### src/rtl/contador_horas.sv
// Hour stage of a digital clock: counts 0-23 on minute carries or manual
// set pulses, formats the hour as BCD in 24 h or 12 h mode, and emits a
// one-clock day carry when a minute carry rolls the hour over midnight.
module contador_horas #(
  parameter int HORA_INICIAL = 0
) (
  input  logic       clock,
  input  logic       reset_n,
  input  logic       modifHor,
  input  logic       ajusteHor,
  input  logic       modo12,
  output logic [1:0] decenas,
  output logic [3:0] unidades,
  output logic       pm,
  output logic       finDia
);

  localparam logic [4:0] HORA_RST = 5'(HORA_INICIAL);

  logic [4:0] hora;
  logic [4:0] hora_next;
  logic       aj_sync_p0;
  logic       aj_sync_p1;
  logic       aj_prev_p2;
  logic       fill_p0;
  logic       fill_p1;
  logic       aj_armed;
  logic       ajPulse;

  // Map a binary hour to {tens, units} BCD for the selected display mode.
  function automatic logic [5:0] hora_a_bcd(input logic [4:0] h, input logic m12);
    logic [4:0] v;
    v = h;
    if (m12) begin
      if (h == 5'd0) v = 5'd12;
      else if (h > 5'd12) v = h - 5'd12;
    end
    if (v >= 5'd20) return {2'd2, 4'(v - 5'd20)};
    else if (v >= 5'd10) return {2'd1, 4'(v - 5'd10)};
    else return {2'd0, v[3:0]};
  endfunction

  // Synchronize the pushbutton, keep the previous synchronized level for
  // edge detection, and arm the detector only once the synchronized button
  // has been seen released after reset (a button held through reset must
  // be released before it can count).
  always_ff @(posedge clock or negedge reset_n) begin
    if (!reset_n) begin
      aj_sync_p0 <= 1'b0;
      aj_sync_p1 <= 1'b0;
      aj_prev_p2 <= 1'b0;
      fill_p0    <= 1'b0;
      fill_p1    <= 1'b0;
      aj_armed   <= 1'b0;
    end else begin
      aj_sync_p0 <= ajusteHor;
      aj_sync_p1 <= aj_sync_p0;
      aj_prev_p2 <= aj_sync_p1;
      fill_p0    <= 1'b1;
      fill_p1    <= fill_p0;
      if (fill_p1 && !aj_sync_p1) aj_armed <= 1'b1;
    end
  end

  assign ajPulse = aj_sync_p1 & ~aj_prev_p2 & aj_armed;

  // Next hour: a carry and a set pulse in the same cycle still add one.
  always_comb begin
    hora_next = hora;
    if (modifHor || ajPulse) begin
      hora_next = (hora == 5'd23) ? 5'd0 : hora + 5'd1;
    end
  end

  // Hour register, display registers fed from the next hour so the display
  // tracks the hour on the same edge, and the midnight carry pulse.
  always_ff @(posedge clock or negedge reset_n) begin
    if (!reset_n) begin
      hora     <= HORA_RST;
      decenas  <= 2'd0;
      unidades <= 4'd0;
      pm       <= 1'b0;
      finDia   <= 1'b0;
    end else begin
      hora                <= hora_next;
      {decenas, unidades} <= hora_a_bcd(hora_next, modo12);
      pm                  <= (hora_next >= 5'd12);
      finDia              <= modifHor && (hora == 5'd23);
    end
  end

endmodule

### config.mk
export PLATFORM = sky130hd
export DESIGN_NAME = contador_horas
export DESIGN_NICKNAME = d
export VERILOG_FILES = /design/src/rtl/contador_horas.sv
export SDC_FILE = /design/constraint.sdc
export NUM_CORES = 1
export LEC_CHECK = 0
export CORE_MARGIN = 5
export CORE_UTILIZATION = 53
export CTS_CLUSTER_DIAMETER = 40
export DETAILED_ROUTE_END_ITERATION = 16
export GPL_TIMING_DRIVEN = 0
export PLACE_DENSITY_LB_ADDON = 0.05
export SLEW_MARGIN = 20
export SYNTH_ARGS = -nofsm -noshare
export SYNTH_HDL_FRONTEND = slang
export SYNTH_SLANG_ARGS = --single-unit
export TNS_END_PERCENT = 30
### constraint.sdc
create_clock -name clock -period 4 [get_ports clock]
set_input_delay 0.4 -clock clock [delete_from_list [all_inputs] [get_ports clock]]
set_output_delay 0.4 -clock clock [all_outputs]
set_load 0.02 [all_outputs]
# Word-level counts from Yosys, hierarchy flattened
# Cells that the tools add are included.
[totals] regBits=19 wordCells=35
[op_classes] add_sub_neg=4 n_lt_le_gt_ge=4 eq_ne=1 mux=7 n_bitwise=3 reduce_logical=5
[ops] op="2-to-1 mux 5 bit" count=6
[ops] op="greater-or-equal comparator 5 x 4 -> 1 bit (second input constant)" count=2
[ops] op="2-to-1 mux 6 bit" count=1
[ops] op="adder 5 x 1 -> 5 bit (second input constant)" count=1
[ops] op="== test 5 bit (second input constant)" count=1
[ops] op="greater-or-equal comparator 5 bit (second input constant)" count=1
[ops] op="greater-than comparator 5 x 4 -> 1 bit (second input constant)" count=1
[ops] op="logical NOT 5 bit" count=1
[ops] op="subtractor 5 x 4 -> 5 bit (second input constant)" count=1
[ops] op="subtractor 4 x 3 -> 4 bit (second input constant)" count=1
[ops] op="subtractor 4 bit (second input constant)" count=1
[ops] op="AND 1 bit" count=2
[ops] op="logical AND 1 bit" count=2
[ops] op="logical NOT 1 bit" count=1
[ops] op="logical OR 1 bit" count=1
[ops] op="NOT 1 bit" count=1

# Depth between registers and ports, before layout
# Gate-level depths: netlist of the first run.
[logic_depth] ltp_word=12 mapped_depth=16 depth_no_buf=16

# Worst setup path before layout of the first run
# Ideal clock, no wire load.
[synth_path] kind="reg-to-reg" start="register aj_armed" end="register unidades[1]" arrival_ns=3.148 required_ns=3.869 path_slack_ns=0.721 stages_incl_launch_ff=16 n_path_buf=1 path_cell_list="dfrtp_1 > and3b_1 > buf_6 > o21ai_1 > xor2_1 > inv_1 > ha_1 > a21bo_2 > a311oi_2 > a211oi_1 > inv_1 > ha_1 > nand2_1 > o31a_1 > a32o_2 > xnor2_1"
[synth_via] elab_chain_cells=10
[synth_rtl] element="from (decl)" line="27" rtl="logic aj_armed;"
[synth_rtl] element="from (signal assigned)" line="54" rtl="aj_armed <= 1'b0;"
[synth_rtl] element="from (signal assigned)" line="61" rtl="if (fill_p1 && !aj_sync_p1) aj_armed <= 1'b1;"
[synth_rtl] element="AND 1 bit (*)" line="65" rtl="assign ajPulse = aj_sync_p1 & ~aj_prev_p2 & aj_armed;"
[synth_rtl] element="logical OR 1 bit (*)" line="70" rtl="if (modifHor || ajPulse) begin"
[synth_rtl] element="2-to-1 mux 5 bit (*)" line="70"
[synth_rtl] element="named net hora_next[2]" line="21" rtl="logic [4:0] hora_next;"
[synth_rtl] element="subtractor 5 x 4 -> 5 bit / greater-than comparator 5 x 4 -> 1 bit (equally long branches)" line="36" rtl="else if (h > 5'd12) v = h - 5'd12;"
[synth_rtl] element="2-to-1 mux 5 bit" line="36"
[synth_rtl] element="2-to-1 mux 5 bit" line="35" rtl="if (h == 5'd0) v = 5'd12;"
[synth_rtl] element="2-to-1 mux 5 bit (*)" line="34" rtl="if (m12) begin"
[synth_rtl] element="greater-or-equal comparator 5 x 4 -> 1 bit / subtractor 4 bit (equally long branches)" line="39" rtl="else if (v >= 5'd10) return {2'd1, 4'(v - 5'd10)};"
[synth_rtl] element="2-to-1 mux 5 bit" line="39"
[synth_rtl] element="2-to-1 mux 6 bit (*)" line="38" rtl="if (v >= 5'd20) return {2'd2, 4'(v - 5'd20)};"
[synth_rtl] element="to (signal assigned)" line="86" rtl="{decenas, unidades} <= hora_a_bcd(hora_next, modo12);"
[synth_rtl] element="to (decl)" line="13" rtl="output logic [3:0] unidades,"
# Mark *: on every way through the listed nets, which the timed path passes. The rest lies on a longest branch.
# A chain may end at the register's enable or synchronous reset.

# Worst setup path in the final report of the first run
[layout_path] start="register hora[0]" end="register unidades[1]"
[layout_via] elab_chain_cells=10
[layout_rtl] element="from (decl)" line="20" rtl="logic [4:0] hora;"
[layout_rtl] element="from (signal assigned)" line="85" rtl="hora <= hora_next;"
[layout_rtl] element="adder 5 x 1 -> 5 bit / == test 5 bit (equally long branches)" line="71" rtl="hora_next = (hora == 5'd23) ? 5'd0 : hora + 5'd1;"
[layout_rtl] element="2-to-1 mux 5 bit (*)" line="71"
[layout_rtl] element="2-to-1 mux 5 bit (*)" line="70"
[layout_rtl] element="named net hora_next[2]" line="21"
[layout_rtl] element="subtractor 5 x 4 -> 5 bit / greater-than comparator 5 x 4 -> 1 bit (equally long branches)" line="36"
[layout_rtl] element="2-to-1 mux 5 bit" line="36"
[layout_rtl] element="2-to-1 mux 5 bit" line="35"
[layout_rtl] element="2-to-1 mux 5 bit (*)" line="34"
[layout_rtl] element="greater-or-equal comparator 5 x 4 -> 1 bit / subtractor 4 bit (equally long branches)" line="39"
[layout_rtl] element="2-to-1 mux 5 bit" line="39"
[layout_rtl] element="2-to-1 mux 6 bit (*)" line="38"
# Marked as above.

==> metrics.txt, run 1 <==
Tcrit/Tclk final 0.890; CP max-delay cell dfrtp_1; Pleak 0.000529 uW; Die ar. 2990 sq um; drt drc 0; worst path cell trace ha_1 > o21ai_1 > xor2_1 > inv_1 > ha_1 > a21bo_2 > a311oi_2 > a211oi_2 > inv_1 > ha_1 > nand2_1 > o31a_1 > a32o_2 > xnor2_1; Clock Tree Root clkbuf_4; global route overflow 0; worst-margin pin slew 0.811 ns; Max FO, Critical Path 8; Worst R2R Start hora[0]$_DFF_PN0_; setup ws final 0.441 ns; top-area cell type share of the netlist area 0.449; Layout area overhead 16.9%; Setup TNS 0 ns; compound-cell area share of the yosys netlist 0.280; Synth Area in Simple Gates 0.136; post-route cell area 1240 sq um; largest net degree at the start of global routing 20; H-tree depth 1; largest family of logic cells by synthesized area compound AO/OA/AOI/OAI gates; nets@finish 125; CP arrival 3.78 ns; Die Wd 54.7 microns; share of layout cells above drive strength 1 0.122; Setup Viol. Count Final 0; top cells by count, synth dfrtp_1 (19), inv_1 (9), a21oi_1 (8); gr usage total 0.167; Placer Congestion 0.836; vias per cell 5.64; vias in the first global route 842; status finished clean; Syn Inst Count 100; type of origin of the critical path flip-flop; cell area power density 906 nW/um^2; drt total wl 2010 microns; Routed Antenna Nets 0; crit path from hora[0]$_DFF_PN0_; worst-skew pair later-pin latency 0.29 ns; mux contribution to synthesized area 0.0213; number of synthesized register bits 19; Ports 13; Worst Setup End Kind flip-flop; Initial Utilization 0.545; Max VDD drop 0.522 mV; skew final 0.000530 ns; critical path class flip-flop to flip-flop; CTS Buf Count 3; Antenna diodes 0; Vias 801; placed insts 138; 1st-iter DRT viols 13; Syn. warnings 0; async set-or-reset flop fraction in the synthesized netlist 1.00; Seq/Total Area, Yosys 0.449; post-layout min period 3.56 ns; post-synth top area cell dfrtp_1; CP most frequent cell ha_1; slowest cell delay on critical path 0.47 ns; CTS Sinks 19; post-CTS setup buffer count 0; CORE AREA 1940 sq um; drt wl/cell 14.2 microns; Layout Utilization 0.637; Adder-Cell Fraction of Synth Area 0.0473; Netlist Area Pre-Place 1060 sq um; Area contributors post-synth dfrtp_1 (45%), ha_1 (4.7%), a21oi_1 (3.8%); fmax 0.281 GHz; dpl cell area 1200 sq um; Hold Path Class flip-flop to flip-flop; CTS tree done; Synth Flop Type dfrtp_1; top-count cell post-synth dfrtp_1; Post-synth EDFFs 0; Slew Viols, Final 0; Hold Violations, Final 0; detailed placer's ending HPWL 1470 microns; FF-to-FF path depth 14; drt pass-1 iters 4; placement row count 16; Die Y 54.7 microns; Final Non-Filler Cells 142; flop-to-flop setup slack 0.44 ns; pre-CTS setup slack 0.284 ns; Longest Clk Path Bufs 2; CTS Hold Bufs 0; initial antenna violation count 0; Synth cell types 45; Syn Area/Cell 10.6 sq um; Slew HR 0.458; syn_nets 109; number of I/O port buffers 11; Clk pin slew, worst setup/hold paths 0.11 ns; crit path to unidades[1]$_DFF_PN0_; RSZ-0062 raised after global routing false; first-pass GRT wire length 3580 microns; required time of the critical path 4.22 ns; RR Endpoint unidades[1]$_DFF_PN0_; XOR/XNOR Fraction of Synth Area 0.0165; maxcap violations 0
[metrics by stage]
step                power, uW  hold slack, ns
floorplan                 838           0.104
global placement          999           0.333
detailed placement       1010           0.336
CTS                      1120           0.363
global route             1230           0.379
finish                   1120           0.360
[metal layers]
metal | up-vias | global-route usage | part of all wire
met1 | 375 | 0.210 | 0.46
li1 | 406 | - | -
met5 | - | 0 | 0
met4 | 0 | 0.0788 | 0.017
met2 | 16 | 0.274 | 0.48
met3 | 4 | 0.0300 | 0.036
[worst min-delay path by stage]
stage / start / endpoint / slack [ns] / depth (start not counted)
2_1_floorplan: reset_n / aj_armed$_DFFE_PN0P_ / 0.10 / 0
3_3_place_gp: fill_p0$_DFF_PN0_ / fill_p1$_DFF_PN0_ / 0.33 / 0
3_5_place_dp: aj_sync_p0$_DFF_PN0_ / aj_sync_p1$_DFF_PN0_ / 0.34 / 0
4_1_cts: aj_sync_p0$_DFF_PN0_ / aj_sync_p1$_DFF_PN0_ / 0.36 / 0
5_1_grt: aj_sync_p0$_DFF_PN0_ / aj_sync_p1$_DFF_PN0_ / 0.38 / 0
6_report: aj_sync_p0$_DFF_PN0_ / aj_sync_p1$_DFF_PN0_ / 0.36 / 0
[registers in the layout, indices dropped and copies added, names as in the netlist]
register and count:
decenas 2, aj_armed 1, aj_prev_p2 1, finDia 1, hora 5, fill_p0 1
unidades 4, aj_sync_p0 1, aj_sync_p1 1, fill_p1 1, pm 1
[layout by cell type, fill, tap and decap left out, drive strengths merged, types with 2 or more instances in the layout]
master,n
o22ai,2
nand2,4
or4,2
nor2,6
ha,4
and3,2
a21oi,8
dfrtp,19
nor2b,3
a21o,2
a21boi,2
clkdlybuf4s50,11
clkbuf,4
inv,9
o21ai,3
nor3,2
o211ai,2
o2111ai,2
mux2,2
[what timing repair did]
item	in CTS	in global routing
endpoints found under the hold margin	0	0
gates resized for setup	0	1
setup endpoints to repair	0	3
[worst max-delay path: cells and delay by family (launching register included)]
kind                     cells  cell delay, ns
buffers and inverters        2            0.25
flip-flops                   1            0.47
AO/OA/AOI/OAI                6            1.37
AND/OR/NAND/NOR              1            0.06
XOR/XNOR                     2            0.58
adder cells (fa/ha/maj)      3            0.75
[power by group]
part | total, uW | leakage, uW | internal, uW | switching (uW)
clock network | 98.9 | 0.0000139 | 38.0 | 61.0
logic | 714 | 0.000297 | 320 | 394
registers | 308 | 0.000218 | 261 | 46.8
total | 1120 | 0.000529 | 619 | 502
[final cells by class]
cell class                      count  area, sq um
Tap cell                           27         33.8
Sequential cell                    19          475
Clock buffer                        3         22.5
Buffer                              2         15.0
Clock inverter                      1         7.51
Timing Repair Buffer               11          110
Fill cell                         171          704
Multi-Input combinational cell     70          539
Inverter                            9         33.8
[logic make-up (layout without fill, tap and decap cells)]
family          after synthesis  count (layout)
mux                           2               2
xor+xnor                      2               2
compound gates               35              35
fa+ha+maj                     4               4
simple gates                 26              26
buf+inv                      11              26
flops                        19              19
other cells                   1               1
Power figures use the tool's default switching activity.
==> run 2, diff against run 1 <==
Settings changed: SETUP_SLACK_MARGIN set to 0.3.
==> run 2 against run 1 <==
Effect of this change:
- clock power decreased by 0.7%
- fmax increased by 5.6%
- count of clock-buffer cells in the layout unchanged
- flip-flop and latch count unchanged
- worst setup slack improved by 0.19 ns
- global-route usage unchanged
- clock skew increased by 0.0010 ns
- cell count unchanged
- power increased by 1.9%
- final area increased by 1.2%
- wire length increased by 4.1%
- largest cell class unchanged
==> metrics.txt, run 2 (synthesis gave the netlist of run 1 again) <==
skew final 0.00153 ns (+0.00100 ns); Slew HR 0.450 (-0.00750); Placer Congestion 0.836 (unchanged); type of origin of the critical path flip-flop; gr usage total 0.167 (unchanged); Routed Antenna Nets 0 (unchanged); largest net degree at the start of global routing 20 (unchanged); commonest non-fill, non-tap cell in the layout dfrtp_1; post-CTS setup buffer count 0 (unchanged); max reg flops 5 (unchanged); initial antenna violation count 0 (unchanged); worst-skew pair later-pin latency 0.29 ns (about the same); most frequent cells in the layout dfrtp_1 (19), clkdlybuf4s50_1 (11), inv_1 (9); Ports 13 (unchanged); vias per cell 5.72 (+1.4%); RSZ-0062 raised after global routing false; post-layout min period 3.37 ns (-0.189 ns); H-tree depth 1 (unchanged); CTS Hold Bufs 0 (unchanged); Layout area overhead 18.3%; Initial Utilization 0.545 (unchanged); Setup TNS 0 ns (unchanged); critical path class flip-flop to flip-flop; worst path cell trace ha_1 > a21oi_1 > o211ai_1 > nand2_1 > inv_1 > ha_1 > a21boi_1 > and3_1 > a211oi_4 > inv_1 > ha_1 > nand2_1 > o31a_1 > a32o_2 > xnor2_1; Clock Tree Root clkbuf_4; Vias 812 (+1.4%); Slew Viols, Final 0 (unchanged); Clk pin slew, worst setup/hold paths 0.11 ns (about the same); Antenna diodes 0 (unchanged); drt wl/cell 14.7 microns (+4.1%); Max FO, Critical Path 8 (unchanged); detailed placer's ending HPWL 1470 microns (unchanged); vias in the first global route 839 (-0.36%); Setup Viol. Count Final 0 (unchanged); drt pass-1 iters 6 (+2); fmax 0.297 GHz (+5.6%); final hold slack 0.360 ns (-0.0000500 ns); number of I/O port buffers 11 (unchanged); flop-to-flop setup slack 0.63 ns (+0.19 ns); slowest cell delay on critical path 0.47 ns (about the same); Worst Setup End Kind flip-flop; Die ar. 2990 sq um (unchanged); global route overflow 0 (unchanged); placement row count 16 (unchanged); 1st-iter DRT viols 18 (+5); Hold Violations, Final 0 (unchanged); Pleak 0.000533 uW (+0.75%); CP max-delay cell dfrtp_1; cell area power density 912 nW/um^2 (+0.63%); CTS tree done; nets@finish 125 (unchanged); first-pass GRT wire length 3590 microns (+0.20%); Layout Utilization 0.645 (+0.00773); drt total wl 2090 microns (+4.1%); CORE AREA 1940 sq um (unchanged); CP arrival 3.59 ns (-0.19 ns); Max VDD drop 0.522 mV (about the same); worst-margin pin slew 0.822 ns (+0.0112 ns); placed insts 138 (unchanged); Die Y 54.7 microns (unchanged); CTS Sinks 19 (unchanged); Top reg by flops hora; Final Non-Filler Cells 142 (unchanged); drt drc 0 (unchanged); Tcrit/Tclk final 0.843 (-0.0472); status finished clean; maxcap violations 0 (unchanged); required time of the critical path 4.22 ns (about the same); Top Registers hora x5, unidades x4, decenas x2; Die Wd 54.7 microns (unchanged); Longest Clk Path Bufs 2 (unchanged); CP most frequent cell ha_1; share of layout cells above drive strength 1 0.130 (+0.00870); Hold Path Class flip-flop to flip-flop; CTS Buf Count 3 (unchanged)
-- run 2: final timing paths --
| check | from | end | cells after the start |
|---|---|---|---|
| setup reg to reg | hora[0]$_DFF_PN0_ | unidades[1]$_DFF_PN0_ | 15 |
| setup / recovery | hora[0]$_DFF_PN0_ | unidades[1]$_DFF_PN0_ | 15 |
| max in group asynchronous | reset_n | unidades[2]$_DFF_PN0_ | 1 |
| hold / removal | aj_sync_p0$_DFF_PN0_ | aj_sync_p1$_DFF_PN0_ | 0 |
| hold reg to reg | aj_sync_p0$_DFF_PN0_ | aj_sync_p1$_DFF_PN0_ | 0 |
| min in group asynchronous | reset_n | unidades[0]$_DFF_PN0_ | 1 |
-- run 2: power breakdown --
part | internal (uW) | total (uW) | switching (uW)
clock network | 38.0 | 98.2 | 60.3
registers | 261 | 310 | 49.0
logic | 327 | 733 | 406
-- run 2: what timing repair did --
action	4_1_cts	5_1_grt
setup endpoints to repair	2	4
pin swaps	0	1
hold endpoints to repair	0	0
gates resized for setup	1	2
-- run 2: area by class of cell --
cell class                 count  area [sq um]
clock inverter                 1          7.51
timing repair buffer          11           110
buffer                         2          15.0
sequential                    19           475
multi-input combinational     70           554
fill                         170           689
tap                           27          33.8
clock buffer                   3          22.5
inverter                       9          33.8
-- run 2: worst max-delay path: cells and delay by family (launching register included) --
family | cells | cell delay [ns]
XOR/XNOR | 1 | 0.12
AO/OA/AOI/OAI | 6 | 1.19
AND/OR/NAND/NOR | 3 | 0.59
buffers and inverters | 2 | 0.24
adder cells (fa/ha/maj) | 3 | 0.70
flip-flops | 1 | 0.47
-- run 2: routing by layer --
layer	track usage	wire, microns	vias to the layer above	part of all wire
met4	0.0788	35	0	0.017
met3	0.0300	69	4	0.033
li1	-	-	400	-
met2	0.274	1050	16	0.50
met1	0.210	938	392	0.45
met5	0	0	-	0
-- run 2: per-stage QoR --
| step | setup slack, ns | instance area (sq um) | total power (uW) |
|---|---|---|---|
| after floorplan | 0.721 | 1060 | 838 |
| after global placement | 0.327 | 1200 | 999 |
| after detailed placement | 0.284 | 1200 | 1010 |
| after CTS | 0.447 | 1240 | 1120 |
| after global routing | 0.343 | 1250 | 1250 |
| final | 0.629 | 1250 | 1140 |
